## config.mk

```make
export PLATFORM = sky130hd
export DESIGN_NAME = clock_step_controller_flat
export DESIGN_NICKNAME = d
export VERILOG_FILES = /design/src/rtl/clock_step_controller_pkg.sv /design/src/rtl/clock_step_controller_if.sv /design/src/rtl/clock_step_controller_tick_divider.sv /design/src/rtl/clock_step_controller.sv /design/src/flat_wrapper.sv
export SDC_FILE = /design/constraint.sdc
export NUM_CORES = 1
export LEC_CHECK = 0
export ABC_AREA = 1
export BUFFER_PORTS_ARGS = -buffer_cell sky130_fd_sc_hd__clkbuf_2
export CAP_MARGIN = 20
export CORE_MARGIN = 3
export CORE_UTILIZATION = 35
export DETAILED_ROUTE_END_ITERATION = 7
export GPL_ROUTABILITY_DRIVEN = 0
export PLACE_DENSITY = 0.58
export SYNTH_ARGS = -nofsm -noshare
export SYNTH_HDL_FRONTEND = slang
export SYNTH_HIERARCHICAL = 1
export SYNTH_SLANG_ARGS = --single-unit
export TNS_END_PERCENT = 1
```

## constraint.sdc

```tcl
create_clock -name clk -period 3 [get_ports clk]
set_clock_uncertainty 0.15 [all_clocks]
set_input_delay 0.3 -clock clk [delete_from_list [all_inputs] [get_ports clk]]
set_output_delay 0.3 -clock clk [all_outputs]
set_load 0.02 [all_outputs]
```

## src/rtl/clock_step_controller_pkg.sv

```systemverilog
// Shared types for the SAP-1 clock step controller.
// Contents:
//   ctrl_state_t - controller state encoding; also driven out on state_o.
//   cnt_width()  - counter width for a modulus; never returns less than 1.
package clk_ctrl_pkg;

  typedef enum logic [2:0] {
    IDLE   = 3'd0,
    STEP   = 3'd1,
    RUN    = 3'd2,
    HALTED = 3'd3,
    RESET  = 3'd4
  } ctrl_state_t;

  // $clog2(1) is 0, which is not a legal vector width.
  function automatic int cnt_width(input int modulus);
    return (modulus < 2) ? 1 : $clog2(modulus);
  endfunction

endpackage

```

## src/rtl/clock_step_controller_if.sv

```systemverilog
// Event/status bundle between the board front end and the clock step controller.
// Signals:
//   step_evt, run_evt, rst_evt - one-cycle button press pulses from the debouncers
//   halt                       - CPU HLT level
//   cpu_tick, cpu_rst          - CPU clock enable and synchronous reset
//   running, halted, state_o   - LED and debug status
// Modports: master drives the events and reads status; slave is the controller.
interface clock_step_controller_if;
  import clk_ctrl_pkg::*;

  logic        step_evt;
  logic        run_evt;
  logic        rst_evt;
  logic        halt;
  logic        cpu_tick;
  logic        cpu_rst;
  logic        running;
  logic        halted;
  ctrl_state_t state_o;

  modport master (
    output step_evt, run_evt, rst_evt, halt,
    input  cpu_tick, cpu_rst, running, halted, state_o
  );

  modport slave (
    input  step_evt, run_evt, rst_evt, halt,
    output cpu_tick, cpu_rst, running, halted, state_o
  );
endinterface

```

## src/rtl/clock_step_controller_tick_divider.sv

```systemverilog
// RUN-mode rate divider. It counts 0..RUN_DIV-1 while en is high and then wraps.
// Ports:
//   clk, clr   - system clock; asynchronous active-low reset
//   en         - count this cycle
//   sync_clear - force the count to 0 at the next edge; wins over counting
//   wrap       - combinational: en is high and the count is at its last value
module tick_divider
  import clk_ctrl_pkg::*;
#(
  parameter int RUN_DIV = 5_000_000
) (
  input  logic clk,
  input  logic clr,
  input  logic en,
  input  logic sync_clear,
  output logic wrap
);

  localparam int            W    = cnt_width(RUN_DIV);
  localparam logic [W-1:0]  LAST = W'(RUN_DIV - 1);

  logic [W-1:0] count_q, count_d;

  always_comb begin
    wrap    = en && (count_q == LAST);
    count_d = count_q;
    if (sync_clear || wrap) begin
      count_d = '0;
    end else if (en) begin
      count_d = count_q + W'(1);
    end
  end

  always_ff @(posedge clk or negedge clr) begin
    if (!clr) begin
      count_q <= '0;
    end else begin
      count_q <= count_d;
    end
  end

endmodule

```

## src/rtl/clock_step_controller.sv

```systemverilog
// Controls the CPU clock enable for the SAP-1 FPGA build: single-step, free-run at
// 1/RUN_DIV, stop on HLT, and a timed CPU reset pulse. All outputs are registered.
// Ports:
//   clk, clr - system clock; asynchronous active-low reset
//   bus      - event inputs and CPU/status outputs (slave side)
//
// state  | meaning
// IDLE   | stopped, waiting for a step or run press
// STEP   | single cycle; cpu_tick is high
// RUN    | free-running; a tick follows each divider wrap
// HALTED | CPU executed HLT; only a reset press leaves this state
// RESET  | cpu_rst is held high for RST_CYCLES cycles, then IDLE
module clock_step_controller
  import clk_ctrl_pkg::*;
#(
  parameter int RUN_DIV    = 5_000_000,
  parameter int RST_CYCLES = 4
) (
  input  logic                    clk,
  input  logic                    clr,
  clock_step_controller_if.slave  bus
);

  localparam int            RW       = cnt_width(RST_CYCLES);
  localparam logic [RW-1:0] RST_LAST = RW'(RST_CYCLES - 1);

  ctrl_state_t   state_q, state_d;
  logic [RW-1:0] rst_cnt_q, rst_cnt_d;
  logic          cpu_tick_q, cpu_tick_d;
  logic          cpu_rst_q, cpu_rst_d;
  logic          running_q, running_d;
  logic          halted_q, halted_d;
  logic          div_en, div_clear, div_wrap;

  assign div_en = (state_q == RUN);

  tick_divider #(.RUN_DIV(RUN_DIV)) u_tick_divider (
    .clk        (clk),
    .clr        (clr),
    .en         (div_en),
    .sync_clear (div_clear),
    .wrap       (div_wrap)
  );

  always_comb begin
    state_d    = state_q;
    rst_cnt_d  = rst_cnt_q;
    cpu_tick_d = 1'b0;
    div_clear  = 1'b0;

    if (bus.rst_evt) begin
      // A reset press from any state, including RESET itself, restarts the pulse.
      state_d   = RESET;
      rst_cnt_d = '0;
    end else begin
      case (state_q)
        RESET: begin
          if (rst_cnt_q == RST_LAST) begin
            state_d   = IDLE;
            rst_cnt_d = '0;
          end else begin
            rst_cnt_d = rst_cnt_q + RW'(1);
          end
        end
        HALTED: begin
          state_d = HALTED;
        end
        default: begin
          if (bus.halt) begin
            state_d = HALTED;
          end else begin
            case (state_q)
              IDLE: begin
                if (bus.run_evt) begin
                  state_d   = RUN;
                  div_clear = 1'b1;
                end else if (bus.step_evt) begin
                  state_d    = STEP;
                  cpu_tick_d = 1'b1;
                end
              end
              RUN: begin
                // Stopping on the wrap edge suppresses that tick.
                if (bus.run_evt) begin
                  state_d = IDLE;
                end else if (div_wrap) begin
                  cpu_tick_d = 1'b1;
                end
              end
              default: begin
                state_d = IDLE;
              end
            endcase
          end
        end
      endcase
    end

    cpu_rst_d = (state_d == RESET);
    running_d = (state_d == RUN);
    halted_d  = (state_d == HALTED);
  end

  always_ff @(posedge clk or negedge clr) begin
    if (!clr) begin
      state_q    <= IDLE;
      rst_cnt_q  <= '0;
      cpu_tick_q <= 1'b0;
      cpu_rst_q  <= 1'b0;
      running_q  <= 1'b0;
      halted_q   <= 1'b0;
    end else begin
      state_q    <= state_d;
      rst_cnt_q  <= rst_cnt_d;
      cpu_tick_q <= cpu_tick_d;
      cpu_rst_q  <= cpu_rst_d;
      running_q  <= running_d;
      halted_q   <= halted_d;
    end
  end

  assign bus.cpu_tick = cpu_tick_q;
  assign bus.cpu_rst  = cpu_rst_q;
  assign bus.running  = running_q;
  assign bus.halted   = halted_q;
  assign bus.state_o  = state_q;

endmodule

```

## src/flat_wrapper.sv

```systemverilog
// flat-port wrapper written by rule: the top's interface ports become plain ports
module clock_step_controller_flat import clk_ctrl_pkg::*;
#(
  parameter int RUN_DIV    = 5_000_000,
  parameter int RST_CYCLES = 4
)
  (clk, clr, bus_step_evt, bus_run_evt, bus_rst_evt, bus_halt, bus_cpu_tick, bus_cpu_rst, bus_running, bus_halted, bus_state_o);
  clock_step_controller_if bus_i ();
  input  logic clk;
  input  logic clr;
  input wire logic [$bits(bus_i.step_evt)-1:0] bus_step_evt;
  input wire logic [$bits(bus_i.run_evt)-1:0] bus_run_evt;
  input wire logic [$bits(bus_i.rst_evt)-1:0] bus_rst_evt;
  input wire logic [$bits(bus_i.halt)-1:0] bus_halt;
  output wire logic [$bits(bus_i.cpu_tick)-1:0] bus_cpu_tick;
  output wire logic [$bits(bus_i.cpu_rst)-1:0] bus_cpu_rst;
  output wire logic [$bits(bus_i.running)-1:0] bus_running;
  output wire logic [$bits(bus_i.halted)-1:0] bus_halted;
  output wire logic [$bits(bus_i.state_o)-1:0] bus_state_o;
  assign bus_i.step_evt = bus_step_evt;
  assign bus_i.run_evt = bus_run_evt;
  assign bus_i.rst_evt = bus_rst_evt;
  assign bus_i.halt = bus_halt;
  assign bus_cpu_tick = bus_i.cpu_tick;
  assign bus_cpu_rst = bus_i.cpu_rst;
  assign bus_running = bus_i.running;
  assign bus_halted = bus_i.halted;
  assign bus_state_o = bus_i.state_o;
  clock_step_controller #(.RUN_DIV(RUN_DIV), .RST_CYCLES(RST_CYCLES)) u_core (.clk(clk), .clr(clr), .bus(bus_i));
endmodule
```

**Word level (Yosys, flattened, before mapping)**

Cells that the tools add are included.

- Bits in registers: 32
- Latch bits: 0
- RAM bits: 0
- Memory bits (read-only): 0
- Bits of input ports: 6
- Output and inout bits: 7
- Word-level logic and storage cells: 49
- Memories: 0

- $add $sub $neg: 2
- $mul: 0
- Divide/modulo/power cells: 0
- Order comparisons: 0
- Equal/unequal tests: 8
- Shift-type cells: 0
- Mux-type cells: 26
- Bitwise operators: 0
- Reduce and logical (&&, ||, !) cells: 6

Operators by type and width:

| cell | number |
|---|---|
| 23-bit two-way mux | 2 |
| 23-bit by 1-bit adder with 23-bit output (second input constant) | 1 |
| 23-bit == test (second input constant) | 1 |
| 3-bit two-way mux | 6 |
| 3-bit by 2-bit == test with 1-bit output (second input constant) | 4 |
| 1-bit two-way mux | 12 |
| 3-bit one-hot mux with 2 select lines | 2 |
| 3-bit == test (second input constant) | 2 |
| 2-bit two-way mux | 3 |
| 2-bit nonzero test | 2 |
| 3-bit logical NOT | 1 |
| 2-bit by 1-bit adder with 2-bit output (second input constant) | 1 |
| 2-bit == test (second input constant) | 1 |
| 1-bit one-hot mux with 2 select lines | 1 |
| 2-bit OR reduction | 1 |
| 1-bit logical AND | 1 |
| 1-bit logical OR | 1 |

**Longest topological paths before layout**

Gate-level depths: netlist of run 1.

- Depth after elaboration: 8
- Depth in mapped cells: 13
- Mapped depth without buffers: 12

**Hierarchy**

The synthesis of run 1 kept the hierarchy.

Modules (own cells, without submodules):

| module | times used | cells each | area each (um^2) | seq. area each (um^2) |
|---|---|---|---|---|
| tick_divider | 1 | 223 | 1496.4 | 575.6 |
| clock_step_controller | 1 | 48 | 425.4 | 225.2 |

**Least setup slack after synthesis of run 1**

No wires, ideal clock.

- Path type: register -> register
- From: register u_core.state_q[0], in the netlist u_core/bus.state_o[0]
- To: register u_core.u_tick_divider.count_q[8]
- Data arrival time: 1564 ps
- Required time: 2732 ps
- Setup slack: 1168 ps
- Cell stages (with the launch flop): 13
- Buffers on the path: 2
- Period minus slack after synthesis: 1832 ps
- Cell sequence: dfrtp_1 > nor2_4 > nand2_1 > inv_2 > buf_4 > nand2_1 > inv_1 > nand2_1 > nor2_1 > nand3_2 > nand2_4 > buf_6 > nor2_1

- Elaborated cells on any way between the ends: 13
- Classes of those cells: 3 x eq/ne; 5 x mux; 5 x reduce/logical

RTL lines:

| element | line | source |
|---|---|---|
| start: declaration | clock_step_controller.sv:27 | `ctrl_state_t state_q, state_d;` |
| start signal: assignment | clock_step_controller.sv:113 | `state_q <= state_d;` |
| 3-bit by 2-bit == test with 1-bit output * | clock_step_controller.sv:35 | `assign div_en = (state_q == RUN);` |
| named net u_core.div_en | clock_step_controller.sv:33 | `logic div_en, div_clear, div_wrap;` |
| 1-bit logical AND | clock_step_controller_tick_divider.sv:25 | `wrap = en && (count_q == LAST);` |
| 1-bit logical OR | clock_step_controller_tick_divider.sv:27 | `if (sync_clear \|\| wrap) begin` |
| 23-bit two-way mux / 2-bit nonzero test (equally long branches) | - |  |
| end signal: assignment | clock_step_controller_tick_divider.sv:38 | `count_q <= count_d;` |
| end: declaration | clock_step_controller_tick_divider.sv:22 | `logic [W-1:0] count_q, count_d;` |

Mark *: on every way through the listed nets, which the timed path passes. The rest lies on a longest branch.
A chain may end at the register's enable or synchronous reset.

**Worst setup path in the final report of run 1**

- From: register u_core.state_q[0], in the netlist u_core/bus.state_o[0]
- To: register u_core.u_tick_divider.count_q[21]

Same word-level chain as after synthesis.

==> results.txt, run 1 <==
- Sum of routed wire segments on met1: approximately 2000 microns
* Total area of sequential cells: 801 sq um
- Nets in the synthesized netlist: approximately 280
* Kind of cell with the highest combined delay on the critical path: simple AND/OR/NAND/NOR gates
* Areal power density over the cells: 484 nW/um^2
- At the pin with the least slew margin, the transition time is around 0.81 ns.
* Number of diodes: 0
- Along the worst path, the maximum fanout reaches 28.
- Top post-synthesis cells by area: dfrtp_1, nand2_1, nor2_1
- TritonCTS built the clock tree.
- In this run the mean area of a mapped cell was 7.09 sq um.
* Die Span X: 80.1 microns
- List of most frequent post-synthesis cells: nand2_1, nor2_1, inv_1
* Share of synthesized flip-flops with an asynchronous set or reset: 100%
* Most frequently used cell type in the post-synthesis netlist: nand2_1
* CTS Root Cell: clkbuf_8
- STA classifies the critical path endpoint as a flip-flop.
- Area enclosed by the die boundary: roughly 6400 sq um
- Post-CTS Setup Bufs: 0
* Clock buffer count from CTS: 5
- For the worst setup path, the data arrival time is 1.87 ns.
- Min cycle time layout: 1.84 ns
- Vias per cell: 4.67
* Average wire per cell in the routed design: 11.1 microns
- The die is approximately 80 microns tall.
- Based on the critical path, the design can be clocked at up to about 0.54 GHz.
* Detailed Route WL: 3980 microns
- Top-level I/O count: 13
* Number of cells produced by synthesis: 271
* Worst path max stage delay: 0.43 ns
- Clock insertion delay at the later pin of the skew report: 0.29 ns
- Hold Crit Class: in2reg
* Layout-stage area growth over the synthesis result: 11.7%
- After clock tree synthesis, the repair step resized 0 gates.
- Number of flops mapped to enable cells by yosys: 0
- The total area inside the core boundary comes to between 5000 and 6000 sq um.
- The number of buffers and inverters on the critical path is 2.
* HPWL after detailed placement: approximately 3000 microns
* Worst Reg2Reg Path Length in Cells: 9
- The first TritonRoute pass finished after 4 iterations.
* Slowest cell on crit path: dfrtp_1
- Number of cells on the critical path: 9
* Via count of the routed design: 1,672
- Most used cell, CP: nand2_1
* Synthesized cell area: a little under 2000 sq um
* Vias in the first global route: 1,563
* CP Launch Type: flip-flop
- Setup violations remaining at the end of the flow were counted as 0.
- Met3 Wirelength: 184 microns
- RSZ-0062 raised after global routing: no
* Starting DRT DRC Count: 67
* Critical Path, Cell by Cell: nor2_4, nand2_1, inv_2, buf_4, nand4_2, nor2_2, nand3_1, nand2_1, nor2_1
* Total number of H-tree levels: 2
* VDD IR-drop max: around 350 uV
- The synthesized netlist contains 25 unique library cells.
* Pin count of the biggest net entering global routing: 33
* Synth top area share: around two fifths
* Synthesis warning total: 6
* Num rows: 26
- The biggest area contributor in the post-synthesis netlist is dfrtp_1.
- Summing the sequential cell areas from Yosys gives 41.7% of the chip area.
* Detailed route wirelength on metal2: ~1700 microns
- Clock tree synthesis found a total of 32 sinks.
* Count of antenna-violating nets left after detailed routing: 0
* Aggregate global-route resource usage: between 10% and 20%
- In the synthesized netlist the dominant register cell turns out to be dfrtp_1.
* Hold Path Stages: 4
- In this run the static leakage power is around 1.1 nW.
- For this configuration, the core starts out at a cell density of 36.9%.
- Uppermost routed layer: met4
- Hold Fails Final Rpt: 0
- DRC violations left: 0
* Critical path type: reg2reg
* Final period util: 61.3%
- Clock-pin slew was measured on the worst setup and hold paths at 0.07 ns.
* Fill cell total of the finished layout: around 570
- Data on the critical path is required at its endpoint by 3.02 ns.
- The number of antenna violations at the first check in global routing was 0.
- Buffers inserted to repair hold after CTS numbered 1.
* # placed instances: 349
- Clock Tree Buf Depth: 2
- The worst pin sits at a relative slew slack of between 40% and 50%.
- The total count of max-transition violations in the final report was 0.
- Wire length of the first global-routing pass: 7070 microns
* Buffers added on ports: 12
* Result of the run: completed
- Max-cap violations in this run came to 0.
* Final cell count without fillers: 358
- For the final routed database, the setup TNS stands at 0 ns.
- Yosys reg bits: 32
- Area of the multi-input gates: 952 sq um
- Net count reported at finish: 295
* Total congestion overflow after global routing: 0
* Proportion of layout cells with a drive suffix above 1: 15.3%
==> registers in the layout (all words and copies together) (netlist names) <==
| name | cells |
|---|---|
| u_core/rst_cnt_q | 2 |
| u_core/bus.running | 1 |
| u_core/bus.cpu_tick | 1 |
| u_core/bus.halted | 1 |
| u_core/bus.state_o | 3 |
| u_core/u_tick_divider/count_q | 23 |
| u_core/bus.cpu_rst | 1 |
==> report_power, final <==
group          switching, mW  internal [mW]  total (mW)
clock                  0.162          0.183       0.345
combinational          0.126         0.0593       0.185
sequential            0.0366          0.471       0.508
==> logic make-up (layout without fill, tap and decap cells) <==
logic type                 after synthesis  count (layout)  share of synthesized area, %
adders and majority gates                2               2                          1.30
DFF                                     32              32                          41.7
and+or+nand+nor                        180             180                          42.8
AOI/OAI and AO/OA                       10              10                          2.73
xor gates and xnor gates                 6               6                          2.73
buffers and inverters                   41              58                          8.79
==> worst paths after layout <==
kind	start	end	slack (ns)
min reg2reg	u_core/rst_cnt_q[1]	u_core/rst_cnt_q[1]	0.34
max reg2reg	u_core/bus.state_o[0]	u_core/u_tick_divider/count_q[21]	1.16
min in group asynchronous	clr	u_core/u_tick_divider/count_q[1]	0.49
max in group asynchronous	clr	u_core/u_tick_divider/count_q[16]	1.70
max	u_core/bus.state_o[0]	u_core/u_tick_divider/count_q[21]	1.16
min	bus_halt	u_core/bus.cpu_tick	0.16
==> layout make-up <==
class | count | share of cell area [%]
clock inverter | 2 | 0.466
multi-input combinational | 198 | 44.3
sequential | 32 | 37.3
timing repair buffer | 14 | 3.61
clock buffer | 6 | 3.85
inverter | 36 | 6.35
tap | 70 | 4.08
==> cell usage in the layout (no fill, tap or decap), types with 3 or more instances in the layout <==
cell	n
clkbuf_8	6
nand2_1	73
nor2_4	3
nor2_2	8
o21ai_0	4
dfrtp_1	32
a21oi_1	5
nor2_1	50
nand4_1	11
clkinv_2	3
nand2_2	5
xor2_1	5
clkbuf_2	12
nand3_1	24
inv_1	33
==> metrics by stage <==
step | hold slack (ns) | total power, mW | cell area, sq um | util, % | worst slack, ns
4_1_cts | 0.148 | 1.06 | 2150 | 41.3 | 1.14
5_1_grt | 0.165 | 1.10 | 2150 | 41.3 | 0.968
2_1_floorplan | -0.146 | 0.646 | 1920 | - | 1.17
3_5_place_dp | 0.310 | 0.704 | 2040 | 39.3 | 1.16
6_report | 0.156 | 1.04 | 2150 | 41.3 | 1.16
3_3_place_gp | 0.300 | 0.701 | 2040 | 39.3 | 1.18
==> routing by layer <==
| layer | global-route usage [%] | vias up |
|---|---|---|
| met4 | 5.74 | 0 |
| met1 | 19.2 | 762 |
| met5 | 0 | - |
| li1 | - | 878 |
| met3 | 4.48 | 6 |
| met2 | 20.9 | 26 |
==> worst reg2reg max path, delay by kind of cell (launching register included) <==
family,cells,cell delay [ns]
buf+inv,2,0.32
simple gates,7,0.83
flops,1,0.43
(Power assumes the default switching activity.)
==> inputs of run 2 (changes only) <==
- PLACE_DENSITY: 0.58 -> 0.6
- clock period: 3 -> 1.6 ns (I/O delays scaled with it)
==> results.txt, run 2 (same netlist as run 1, synthesis figures left out) <==
- Result of the run: finished with violations
* Violations in the final reports: setup timing
- The post-route total power came to 2.20 mW (+110%).
- Launch instance of the worst min-delay path: bus_rst_evt
* Vias per cell: 4.57 (-2.2%)
- The number of antenna violations at the first check in global routing is 0 (unchanged).
- Beginning of the worst register-to-register path: u_core/bus.state_o[0]
* Slew at the pin closest to its max-slew limit: 0.412 ns (-0.399 ns)
- Counting stages on the worst path, the most repeated cell is nand2_1.
* Drt first pass iters: 4 (unchanged)
- Starting utilization of the core area: 36.9% (unchanged)
* Max-slew headroom: 72.5% (+27 points)
- The die boundary height was 80.1 microns (unchanged).
- Critical Path, Cell by Cell: nor2_4, nand2_1, inv_2, nand2_1, inv_1, nand2_1, nor2_2, nand3_2, nand2_4, inv_4, nand2_1, nor2_1
- The slowest stage of the critical path belongs to the cell dfrtp_2.
- The design area came to 2420 sq um (+13%).
- Flip-flop count of the largest register after layout: 23 (unchanged)
* Static power due to leakage: 1.21 nW (+12%)
- The maximum number of pins on one net before global-route repair is 24 (-27%).
- Hold Crit Class: in2reg
* Data arrival time of the worst path: 1.66 ns (-0.21 ns)
- Areal power density over the cells: 909 nW/um^2 (+88%)
- The sink count of the clock tree is 32 (unchanged).
- The count of antenna-violating nets left after detailed routing was 0 (unchanged).
- Clock Tree Buf Depth: 2 (unchanged)
- The number of placement rows came to 26 (unchanged).
* Min cycle time layout: 1.64 ns (-0.199 ns)
- The layout cell share with drive strength beyond 1 came to 23.2% (+7.9 points).
* Post-placement setup slack: -0.0461 ns (-1.21 ns)
- Post-CTS Setup Bufs: 0 (unchanged)
- The data required time of the worst path was 1.62 ns (-1.40 ns).
* Post-detailed-placement cell area: 2240 sq um (+9.7%)
- The top cell types in the final layout, fill and taps aside, are nand2_1, nor2_1, inv_1.
* Wire length of the first global-routing pass: 7370 microns (+4.3%)
- The summed negative setup slack over all endpoints came to -0.644 ns (-0.644 ns).
* Top-level I/O count: 13 (unchanged)
* Die Span X: 80.1 microns (unchanged)
* HPWL after detailed placement: 3200 microns (+8.5%)
- Leaving out fill and tap cells, the most frequent cell in the layout is nand2_1.
* Achievable clock frequency: 0.609 GHz (+12%)
* CP endpoint kind: flip-flop
* Aggregate global-route resource usage: 14.8% (+0.65 points)
- The antenna diode instance count was 0 (unchanged).
* Vias in the first global route: 1,597 (+2.2%)
- The highest net fanout along the worst path came to 7 (-75%).
- The most critical setup path has its startpoint at u_core/bus.state_o[0].
- Final setup violation count: 21 (+21)
- The highest ir drop seen on vdd is 591 uV (+70%).
* Via count of the routed design: 1,740 (+4.1%)
* Starting DRT DRC Count: 84 (+25%)
- Total number of H-tree levels: 2 (unchanged)
* Number of violations of the max-capacitance limit: 0 (unchanged)
* Clock insertion delay at the later pin of the skew report: 0.29 ns (about the same)
- The number of I/O port buffers is 12 (unchanged).
* Total congestion overflow after global routing: 0 (unchanged)
- Layout-stage area growth over the synthesis result: 25.9%
* Net count reported at finish: 318 (+7.8%)
- The average wire per standard cell was 11.1 microns (+0.30%).
- RSZ-0062 raised after global routing: yes
- Clock tree from TritonCTS: done
- Critical path type: reg2reg
* CP Launch Type: flip-flop
- The floorplan core area came to 5200 sq um (unchanged).
- Reg with most FFs: u_core/u_tick_divider/count_q
- Clock slew seen by the registers of the worst setup and hold paths: 0.08 ns (about the same)
- The peak per-stage delay on the critical path came to 0.43 ns (about the same).
* Detailed Route WL: 4250 microns (+6.7%)
- DRC violations left: 0 (unchanged)
- Clock buffer count from CTS: 5 (unchanged)
- The final-report hold violation count came to 0 (unchanged).
* Final period util: 103% (+41 points)
* Fin worst setup slack: -0.0417 ns (-1.20 ns)
* Max-slew violation total from the final report: 0 (unchanged)
- Clock tree synthesis selected as its root buffer the cell clkbuf_8.
- The area of the die is 6420 sq um (unchanged).
==> run 2: cell count changes in the layout (fill, tap and decap cells not counted), sizes merged <==
cell,previous run,this run
bufinv,0,1
clkinv,3,2
clkbuf,18,17
clkinvlp,0,1
dlygate4sd3,1,3
buf,1,22
==> run 2: path summary, 6_finish.rpt <==
kind | cells after the start | slack, ns | end
hold / removal | 4 | 0.02 | u_core/bus.cpu_tick
setup reg to reg | 12 | -0.04 | u_core/u_tick_divider/count_q[21]
setup / recovery | 12 | -0.04 | u_core/u_tick_divider/count_q[21]
max in group asynchronous | 3 | 0.67 | u_core/bus.state_o[0]
hold reg to reg | 2 | 0.34 | u_core/rst_cnt_q[1]
min in group asynchronous | 2 | 0.18 | u_core/u_tick_divider/count_q[19]
==> run 2: worst max-delay path: cells and delay by family (launching register included) <==
kind	cells	cell delay, ns
simple gates	9	0.76
flops	1	0.43
buf+inv	3	0.19
==> run 2: layout make-up <==
class                      count  area, sq um
tap                           70         87.6
multi-input combinational    198          986
sequential                    32          803
fill                         545         2790
clock inverter                 3         42.5
clock buffer                   5         68.8
inverter                      36          139
timing repair buffer          37          293
==> run 2: power by group <==
group          switching [mW]  leakage, nW  internal (mW)
clock network           0.327       0.0541          0.461
logic                   0.273        0.724          0.196
registers              0.0550        0.433          0.887
==> run 2: layer usage <==
| layer | part of all wire, % | track usage (%) |
|---|---|---|
| met5 | 0 | 0 |
| met4 | 1.3 | 5.07 |
| met3 | 4.1 | 3.70 |
| met2 | 43 | 22.4 |
| met1 | 51 | 20.6 |
==> run 2: timing repair <==
item / in CTS / in global routing
pin swaps: 1 / 2
setup endpoints to repair: 21 / 24
gates resized for setup: 1 / 9
hold buffers: 3 / 0
hold endpoints to repair: 33 / 0
==> run 2: through the flow <==
step           utilization (%)  std cells  hold WS, ns
2_1_floorplan                -        271       -0.286
4_1_cts                   45.9        381      0.00572
3_5_place_dp              43.1        370      -0.0373
5_1_grt                   46.5        381       0.0409
6_report                  46.5        381       0.0246
3_3_place_gp              43.1        370      -0.0309
==> inputs of run 3 (changes only) <==
- CORE_ASPECT_RATIO: default -> 0.8
==> results.txt, run 3 (same netlist as run 1, synthesis figures left out) <==
- TritonCTS built the clock tree.
- DRC violations left: 0 (unchanged)
- Violations in the final reports: setup timing
* CP Data Required Time: 1.63 ns (about the same)
- Most common cell after layout, fill and taps aside: nand2_1
* TritonCTS Sinks: 32 (unchanged)
* Fraction of power consumed by the clock network: 32.5% (-3.3 points)
- Achievable clock frequency: 0.612 GHz (+0.40%)
- The number of global-route vias before repair is 1,732 (+8.5%).
- The startpoint identified for the worst register-to-register timing path is u_core/bus.state_o[2].
- The per-cell via count in the routed design is 4.73 (+3.6%).
* Slew at the pin closest to its max-slew limit: 0.521 ns (+0.109 ns)
* Number of antenna violations at the first check in global routing: 0 (unchanged)
- CP Launch Point: u_core/bus.state_o[2]
- STA classifies the critical path startpoint as a flip-flop.
* Number of diodes: 0 (unchanged)
* Reg with most FFs: u_core/u_tick_divider/count_q
- Total congestion overflow after global routing: 0 (unchanged)
- Starting DRT DRC Count: 90 (+7.1%)
- Setup repair after global routing could not meet its margin everywhere.
- Buffers added on ports: 12 (unchanged)
- Clock insertion delay at the later pin of the skew report: 0.28 ns (about the same)
- The layout cell share with drive strength beyond 1 is 25.2% (+2.0 points).
- Total power: 2.07 mW (-5.9%)
- Via count of the routed design: 1,779 (+2.2%)
* Maximum fanout count along the critical path: 7 (unchanged)
- The data arrival time of the critical path came to 1.66 ns (about the same).
* CP endpoint kind: flip-flop
- The combinational share of power is 21.8% (+0.4 points).
- Flip-flop count of the largest register after layout: 23 (unchanged)
* Detailed Route WL: 4370 microns (+2.8%)
* Switching power of the nets: 620 uW (-5.3%)
* Result of the run: finished with violations
- Number of violations of the max-capacitance limit: 0 (unchanged)
* Static power due to leakage: 1.22 nW (+1.0%)
- Areal power density over the cells: 856 nW/um^2 (-5.8%)
* Max-slew headroom: 65.3% (-7.3 points)
- The minimum setup slack after placement came to -0.0416 ns (+0.00444 ns).
- The highest ir drop seen on vdd was 365 uV (-38%).
- Count of antenna-violating nets left after detailed routing: 0 (unchanged)
- Die height: 72.3 microns (-9.8%)
- Fraction of power spent switching nets: 30.0% (+0.22 points)
- The final net count is 322 (+1.3%).
* Clock slew seen by the registers of the worst setup and hold paths: 0.07 ns (about the same)
- The number of buffers on the longest clock path was 2 (unchanged).
- Aggregate global-route resource usage: 15.8% (+0.97 points)
* Final period util: 102% (-0.41 points)
- The average wire per standard cell is 11.6 microns (+4.2%).
- Launch instance of the worst min-delay path: bus_step_evt
- Clock buffer count from CTS: 5 (unchanged)
- Drt first pass iters: 4 (unchanged)
- Wire length of the first global-routing pass: 7880 microns (+6.9%)
- The number of buffers added for setup after CTS is 0 (unchanged).
* Top-level I/O count: 13 (unchanged)
* Internal cell power: 1.45 mW (-6.2%)
* Area inside the core boundary: 5150 sq um (-1.0%)
* Critical path type: reg2reg
- The sequential power share was 45.7% (+2.9 points).
- The number of placement rows came to 23 (-12%).
* Hold Crit Class: in2reg
- CTS Root Cell: clkbuf_8
- The maximum number of pins on one net before global-route repair was 21 (-13%).
- Fin worst setup slack: -0.0352 ns (+0.00652 ns)
- Area enclosed by the die boundary: 6420 sq um (about the same)
- Layout-stage area growth over the synthesis result: 25.8%
* Final setup violation count: 20 (-4.8%)
- The summed negative setup slack over all endpoints is -0.449 ns (+0.195 ns).
- The maximum level of the CTS H-tree came to 2 (unchanged).
- The final-report hold violation count is 0 (unchanged).
- HPWL after detailed placement: 3440 microns (+7.4%)
* Min cycle time layout: 1.64 ns (-0.00652 ns)
- The total count of max-transition violations in the final report is 0 (unchanged).
* Leading cell types in the layout, fill and taps excluded: nand2_1, nor2_1, inv_1
* Starting utilization of the core area: 37.3% (+0.39 points)
- Die Span X: 88.8 microns (+11%)
-- run 3: cell types whose count changed in the layout (fill, tap and decap cells not counted), sizes merged --
| cell | change |
|---|---|
| bufinv | -1 |
| dlygate4sd3 | -2 |
| clkinvlp | -1 |
| buf | +6 |
| clkbuf | +2 |
| clkinv | -1 |
-- run 3: area by class of cell --
| class | count | area, sq um |
|---|---|---|
| inverters | 36 | 139 |
| multi-input cells | 198 | 988 |
| well taps | 62 | 77.6 |
| repair buffers | 41 | 313 |
| clock buffers | 7 | 96.3 |
| flip-flops and latches | 32 | 803 |
| fillers | 530 | 2730 |
-- run 3: repair_timing --
| item | CTS | global route |
|---|---|---|
| gates resized for setup | 6 | 7 |
| hold buffers | 1 | 0 |
| pin swaps | 5 | 3 |
| endpoints found under the setup margin | 23 | 24 |
| endpoints found under the hold margin | 18 | 0 |
-- run 3: critical path: stages (launching register included) --
cell and delay (ns):
dfrtp_2 0.42, nor2_4 0.14, nand2_2 0.06, inv_2 0.07
nand2_1 0.05, inv_1 0.05, nand2_1 0.05, nor2_2 0.10
nand3_2 0.13, nand2_4 0.14, inv_4 0.07, nand2_1 0.06
nor2_1 0.04
-- run 3: path summary, 6_finish.rpt --
check	end	slack (ns)	cells past startpoint
max	u_core/u_tick_divider/count_q[9]	-0.04	12
min	u_core/bus.cpu_tick	0.02	3
max reg2reg	u_core/u_tick_divider/count_q[9]	-0.04	12
min reg2reg	u_core/rst_cnt_q[1]	0.35	2
max in group asynchronous	u_core/bus.state_o[0]	0.55	3
min in group asynchronous	u_core/u_tick_divider/count_q[13]	0.23	2
-- run 3: metal layers --
layer / wire [microns] / up-vias / track usage, % / part of all wire [%]
met1: 2320 / 808 / 23.3 / 53
met5: 0 / - / 0 / 0
li1: - / 931 / - / -
met4: 36 / 0 / 4.53 / 0.82
met3: 204 / 5 / 3.41 / 4.7
met2: 1810 / 35 / 23.2 / 41
-- run 3: through the flow --
stage,utilization [%],hold slack [ns],instances,area [sq um]
after floorplan,-,-0.286,271,1930
after global placement,44.0,0.00779,368,2260
after detailed placement,44.0,0.0107,368,2260
after CTS,46.5,0.0115,376,2390
after global routing,46.9,0.0261,376,2420
final,46.9,0.0166,376,2420
-- run 3: power by group through the flow --
stage               combinational [mW]  sequential [mW]  clock (mW)
global placement                 0.437            0.955           0
detailed placement               0.443            0.957           0
CTS                              0.450            0.943       0.698
global route                     0.509            0.958       0.732
finish                           0.451            0.945       0.672
floorplan                        0.218             1.00           0
